File: config.mk
export PLATFORM = sky130hd
export DESIGN_NAME = fnd_scan_controller
export DESIGN_NICKNAME = d
export VERILOG_FILES = /design/src/rtl/fnd_pkg.sv /design/src/rtl/fnd_seg_decoder.sv /design/src/rtl/fnd_scan_controller.sv
export SDC_FILE = /design/constraint.sdc
export NUM_CORES = 1
export LEC_CHECK = 0
export BUFFER_PORTS_ARGS = -buffer_cell sky130_fd_sc_hd__buf_4
export CORE_MARGIN = 3
export CORE_UTILIZATION = 54
export CTS_CLUSTER_SIZE = 16
export DETAILED_ROUTE_END_ITERATION = 10
export PLACE_DENSITY_LB_ADDON = 0.12
export SYNTH_ARGS = -nofsm -noshare
export SYNTH_HDL_FRONTEND = slang
export SYNTH_SLANG_ARGS = --single-unit
File: constraint.sdc
create_clock -name clk -period 6 [get_ports clk]
set_input_delay 0.9 -clock clk [delete_from_list [all_inputs] [get_ports clk]]
set_output_delay 0.9 -clock clk [all_outputs]
set_load 0.02 [all_outputs]
File: src/rtl/fnd_pkg.sv
// Shared FND display package: segment glyphs, digit-enable helpers, field
// widths and the time-field snapshot payload.
//  Glyphs are active-low {dp,g,f,e,d,c,b,a}; digit enables are active-low.
package fnd_pkg;

   localparam int unsigned MSEC_W     = 7;
   localparam int unsigned SEC_W      = 6;
   localparam int unsigned MIN_W      = 6;
   localparam int unsigned HOUR_W     = 5;
   localparam int unsigned FIELD_W    = 7;
   localparam int unsigned DIGIT_W    = 4;
   localparam int unsigned SEG_W      = 8;
   localparam int unsigned NUM_DIGITS = 4;
   localparam int unsigned IDX_W      = 2;
   localparam int unsigned DP_BIT     = 7;

   localparam logic [SEG_W-1:0] SEG_0     = 8'hC0;
   localparam logic [SEG_W-1:0] SEG_1     = 8'hF9;
   localparam logic [SEG_W-1:0] SEG_2     = 8'hA4;
   localparam logic [SEG_W-1:0] SEG_3     = 8'hB0;
   localparam logic [SEG_W-1:0] SEG_4     = 8'h99;
   localparam logic [SEG_W-1:0] SEG_5     = 8'h92;
   localparam logic [SEG_W-1:0] SEG_6     = 8'h82;
   localparam logic [SEG_W-1:0] SEG_7     = 8'hF8;
   localparam logic [SEG_W-1:0] SEG_8     = 8'h80;
   localparam logic [SEG_W-1:0] SEG_9     = 8'h90;
   localparam logic [SEG_W-1:0] SEG_DASH  = 8'hBF;
   localparam logic [SEG_W-1:0] SEG_BLANK = 8'hFF;

   localparam logic [NUM_DIGITS-1:0] DIGIT_NONE    = 4'b1111;
   localparam logic [DIGIT_W-1:0]    CODE_DASH     = 4'hF;
   localparam logic [FIELD_W-1:0]    FIELD_MAX     = 7'd99;
   localparam logic [MSEC_W-1:0]     DP_MSEC_LIMIT = 7'd50;

   // One coherent sample of the displayed time fields
   typedef struct packed {
      logic              sel;
      logic [MSEC_W-1:0] msec;
      logic [SEC_W-1:0]  sec;
      logic [MIN_W-1:0]  min;
      logic [HOUR_W-1:0] hour;
   } time_snap_t;

   typedef struct packed {
      logic [DIGIT_W-1:0] tens;
      logic [DIGIT_W-1:0] ones;
   } digit_pair_t;

   // Active-low one-hot enable for digit position idx
   function automatic logic [NUM_DIGITS-1:0] digit_enable(input logic [IDX_W-1:0] idx);
      return ~(NUM_DIGITS'(1) << idx);
   endfunction

   // Tens/ones split; out-of-range fields map both digits to the dash code
   function automatic digit_pair_t split_field(input logic [FIELD_W-1:0] value);
      digit_pair_t pair;
      if (value > FIELD_MAX) begin
         pair.tens = CODE_DASH;
         pair.ones = CODE_DASH;
      end else begin
         pair.tens = DIGIT_W'(value / FIELD_W'(10));
         pair.ones = DIGIT_W'(value % FIELD_W'(10));
      end
      return pair;
   endfunction

endpackage

File: src/rtl/fnd_seg_decoder.sv
// Combinational BCD digit to active-low 7-segment glyph (dp bit held off).
//  digit  in  4  digit code 0..9; any other code renders a dash
//  seg_c  out 8  {dp,g,f,e,d,c,b,a}, active-low
module fnd_seg_decoder
   import fnd_pkg::*;
(
   input  logic [DIGIT_W-1:0] digit,
   output logic [SEG_W-1:0]   seg_c
);

   always_comb begin
      seg_c = SEG_DASH;
      case (digit)
         4'd0:    seg_c = SEG_0;
         4'd1:    seg_c = SEG_1;
         4'd2:    seg_c = SEG_2;
         4'd3:    seg_c = SEG_3;
         4'd4:    seg_c = SEG_4;
         4'd5:    seg_c = SEG_5;
         4'd6:    seg_c = SEG_6;
         4'd7:    seg_c = SEG_7;
         4'd8:    seg_c = SEG_8;
         4'd9:    seg_c = SEG_9;
         default: seg_c = SEG_DASH;
      endcase
   end

endmodule

File: src/rtl/fnd_scan_controller.sv
// 4-digit common-anode FND scan controller. Shows sec.msec or hour.min,
// sampled once per frame so a frame never mixes two input samples.
//  clk        in   1  system clock
//  reset      in   1  asynchronous active-low reset
//  sel        in   1  0: sec.msec, 1: hour.min
//  msec       in   7  0..99
//  sec        in   6  0..59
//  min        in   6  0..59
//  hour       in   5  0..23
//  fnd_digit  out  4  active-low digit enables, [0] = rightmost
//  fnd_data   out  8  active-low segments {dp,g,f,e,d,c,b,a}
module fnd_scan_controller
   import fnd_pkg::*;
#(
   parameter int unsigned SCAN_DIV = 100_000
) (
   input  logic                  clk,
   input  logic                  reset,
   input  logic                  sel,
   input  logic [MSEC_W-1:0]     msec,
   input  logic [SEC_W-1:0]      sec,
   input  logic [MIN_W-1:0]      min,
   input  logic [HOUR_W-1:0]     hour,
   output logic [NUM_DIGITS-1:0] fnd_digit,
   output logic [SEG_W-1:0]      fnd_data
);

   localparam int unsigned      CNT_W    = (SCAN_DIV > 2) ? $clog2(SCAN_DIV) : 1;
   localparam logic [CNT_W-1:0] CNT_LAST = CNT_W'(SCAN_DIV - 1);
   localparam logic [IDX_W-1:0] IDX_LAST = IDX_W'(NUM_DIGITS - 1);
   localparam logic [IDX_W-1:0] IDX_DP   = IDX_W'(2);

   logic [CNT_W-1:0]   scan_cnt;
   logic [IDX_W-1:0]   idx;
   time_snap_t         snap;
   logic               tick_c;
   logic [FIELD_W-1:0] lo_c;
   logic [FIELD_W-1:0] hi_c;
   digit_pair_t        lo_pair_c;
   digit_pair_t        hi_pair_c;
   logic [DIGIT_W-1:0] digit_c;
   logic [SEG_W-1:0]   glyph_c;
   logic [SEG_W-1:0]   data_c;

   assign tick_c = (scan_cnt == CNT_LAST);

   // Slot timer and digit index
   always_ff @(posedge clk or negedge reset) begin
      if (!reset) begin
         scan_cnt <= '0;
         idx      <= '0;
      end else if (tick_c) begin
         scan_cnt <= '0;
         idx      <= idx + IDX_W'(1);
      end else begin
         scan_cnt <= scan_cnt + CNT_W'(1);
      end
   end

   // Sample inputs at the end of the last slot so the next frame is coherent
   always_ff @(posedge clk or negedge reset) begin
      if (!reset) begin
         snap <= '0;
      end else if (tick_c && (idx == IDX_LAST)) begin
         snap <= {sel, msec, sec, min, hour};
      end
   end

   // Field pair select
   always_comb begin
      lo_c = snap.msec;
      hi_c = FIELD_W'(snap.sec);
      if (snap.sel) begin
         lo_c = FIELD_W'(snap.min);
         hi_c = FIELD_W'(snap.hour);
      end
   end

   assign lo_pair_c = split_field(lo_c);
   assign hi_pair_c = split_field(hi_c);

   // Digit position to BCD code
   always_comb begin
      digit_c = lo_pair_c.ones;
      case (idx)
         2'd0:    digit_c = lo_pair_c.ones;
         2'd1:    digit_c = lo_pair_c.tens;
         2'd2:    digit_c = hi_pair_c.ones;
         default: digit_c = hi_pair_c.tens;
      endcase
   end

   fnd_seg_decoder u_seg_dec (
      .digit (digit_c),
      .seg_c (glyph_c)
   );

   // DP between the two fields blinks at 1 Hz from msec, whichever pair is shown
   always_comb begin
      data_c = glyph_c;
      if ((idx == IDX_DP) && (snap.msec < DP_MSEC_LIMIT)) begin
         data_c[DP_BIT] = 1'b0;
      end
   end

   // Output registers
   always_ff @(posedge clk or negedge reset) begin
      if (!reset) begin
         fnd_digit <= DIGIT_NONE;
         fnd_data  <= SEG_BLANK;
      end else begin
         fnd_digit <= digit_enable(idx);
         fnd_data  <= data_c;
      end
   end

endmodule

==> qor.txt <==
Post-Synth XOR/XNOR Area = 4.65%
Post-synth ARST share = 100%
Unique masters post-synth = 79
largest net degree at the start of global routing = 57
WHS = 477 ps
final std cells w/o fill = 507
Area Overhead vs Synth = 14.3%
sequential element share of the synthesized area = 37.6%
setup TNS = 0 ps
global route overflow = 0
nets@finish = 463
Cells after Synth = 372
Die ar. = 8010 sq um
crit path buf inv count = 4
Post-Synth Simple-Gate Area = 16.6%
post-route ant nets = 0
post-synthesis compound-gate area fraction = 16.9%
clock-pin slew on the worst setup and hold paths = 90 ps
total number of vias = 2,980
Crit Reg-Reg Endpoint = fnd_data[3]
hold path endpoint = scan_cnt[4]
Clock Sinks = 56
DRT Pass-1 Iters = 5
core area = 6570 sq um
row count = 29
H-Tree Depth = 2
Total GRT Usage = 20.5%
Ant. Diodes = 0
Vias per Instance = 5.88
Pleak = 1.87 nW
post-synthesis mux area share = 13.4%
vias in the first global route = 2,923
Remaining DRCs = 0
Iteration-0 DRC Markers = 151
period utilization = 92.1%
critical path's top delay family = simple AND/OR/NAND/NOR gates
outcome = completed
Initial Util = 57.4%
Cell Area, Synth = 3770 sq um
Cells after DPL = 497
Critical Path AT = 5770 ps
max capacitance violation total = 0
maximum vdd drop = 0.130 mV
Num CTS Buffers = 5
Hold WC Path Type = flop to flop
CTS tree = built
synth warn = 0
Post-Synth Adder-Cell Area = 7.31%
Fin. Hold Viols = 0
Pins Over Slew Limit = 0
Syn Nets = 421
gp weighted congestion = 0.899
post-layout min period = 5530 ps
clock buffer depth = 2
Max Fclk = 181 MHz
area share of the largest cell type after synthesis = 29.2%
hold depth = 1
Port-buffer cells = 38
Crit Path Category = flop to flop
WP data required = 6240 ps
Die Y = 89.5 um
number of flops mapped to enable cells by yosys = 0
dpl hpwl = 5730 um
initial antenna violation count = 0
first-pass GRT wire length = 13,100 um
total wire length = 7660 um
ys flop type = dfrtp_1
worst slew pin tran = 1060 ps
Yosys reg bits = 56
Skew-Pair Late Insertion Delay = 300 ps
unrepaired setup endpoints after global routing = yes
Final Setup Violations = 0
Ports = 39
Reg2Reg Depth = 25
ranking of synthesized cells by area = dfrtp_1 29%, mux2_2 9.0%, dfstp_2 8.4%
fraction of layout cells with a size suffix above 1 = 30.2%
Routed wire per std cell = 15.1 um
largest family of logic cells by synthesized area = compound AO/OA/AOI/OAI gates
Worst Clk Skew = 4.19 ps
r2r startpoint = snap[24]
CP startpoint kind = flop
Slew headroom = 29.1%
Yosys top cell by area = dfrtp_1
hold path start = scan_cnt[4]
Worst path max stage delay = 480 ps
CP endpoint kind = flop
pwr/cell area = 232 nW/um^2
commonest non-fill, non-tap cell in the layout = dfrtp_1
most frequent cells in the layout = 43 x dfrtp_1, 42 x buf_4, 31 x mux2_2, 26 x nand2_1, 23 x nor2_1
crit path max fanout = 6
mean post-synth cell area = 10.1 sq um
reg-to-reg setup timing slack = 470 ps
Crit-path slowest cell = or4bb_1
Die W = 89.5 um
CTS Root Cell = clkbuf_8
==> metrics by stage <==
step / setup WS, ps / area [sq um] / power (mW) / util [%]
3_3_place_gp: 273 / 4140 / 0.790 / 63.0
6_report: 471 / 4310 / 0.999 / 65.6
3_5_place_dp: 153 / 4140 / 0.797 / 63.0
2_1_floorplan: 601 / 3770 / 0.698 / -
5_1_grt: -41.7 / 4310 / 1.06 / 65.6
4_1_cts: 123 / 4220 / 0.993 / 64.2
==> final cells by class <==
cell class	count	area [sq um]
Clock inverter	1	5.00
Tap cell	93	116
Inverter	23	86.3
Multi-Input combinational cell	285	2280
Timing Repair Buffer	43	327
Sequential cell	56	1420
Fill cell	539	2260
Clock buffer	6	72.6
==> flip-flops by register name, summed over array words and instances (netlist names) <==
register   flops
snap          25
scan_cnt      17
fnd_data       8
fnd_digit      4
idx            2
==> synth_stat cells (4+ instances only) <==
| cell | number |
|---|---|
| nor4b_1 | 4 |
| nor2b_1 | 6 |
| ha_1 | 22 |
| dfstp_2 | 12 |
| nor2_1 | 24 |
| nand2_1 | 26 |
| xor2_1 | 10 |
| mux2i_1 | 13 |
| a211oi_1 | 5 |
| xnor2_1 | 10 |
| o21ai_0 | 10 |
| a21oi_1 | 17 |
| dfrtp_1 | 44 |
| mux2_2 | 30 |
| a211o_1 | 4 |
| inv_1 | 22 |
| nand3_1 | 17 |
| nor3_1 | 6 |
==> layer usage <==
| layer | track usage, % | share of wire, % | up-vias |
|---|---|---|---|
| met5 | 0 | 0 | - |
| met4 | 5.01 | 1.0 | 0 |
| met3 | 2.76 | 4.0 | 8 |
| met2 | 35.0 | 50 | 74 |
| met1 | 27.7 | 45 | 1447 |
| li1 | - | - | 1451 |
==> worst max path at each step <==
stage / slack [ps] / from / to / cells after the start
3_3_place_gp: 270 / snap[24] / fnd_data[4] / 25
2_1_floorplan: 600 / snap[24] / fnd_data[4] / 26
3_5_place_dp: 150 / snap[24] / fnd_data[4] / 25
6_report: 470 / snap[24] / fnd_data[3] / 25
5_1_grt: -40 / snap[24] / fnd_data[3] / 25
4_1_cts: 120 / snap[24] / fnd_data[4] / 25
==> where the power goes <==
group / internal, mW / switching, mW
logic: 0.164 / 0.202
registers: 0.424 / 0.0167
clock network: 0.0797 / 0.113
total: 0.667 / 0.332
==> kinds of logic after synthesis <==
| family | count (synthesis) |
|---|---|
| buf+inv | 31 |
| compound gates | 82 |
| flops | 56 |
| mux | 46 |
| simple gates | 115 |
| fa+ha+maj | 22 |
| xor+xnor | 20 |
==> worst register-to-register path: cells and delay by family, from the launching register on <==
kind,cells,cell delay [ps]
flops,1,430
simple gates,6,1600
buf+inv,4,490
xor+xnor,2,330
compound gates,8,1310
mux,1,360
fa+ha+maj,4,940
==> repair_timing <==
action,4_1_cts,5_1_grt
hold buffers,0,0
setup buffers,0,3
resized for setup,0,15
endpoints found under the setup margin,0,7
No activity file was read; power rests on OpenSTA's default activity.
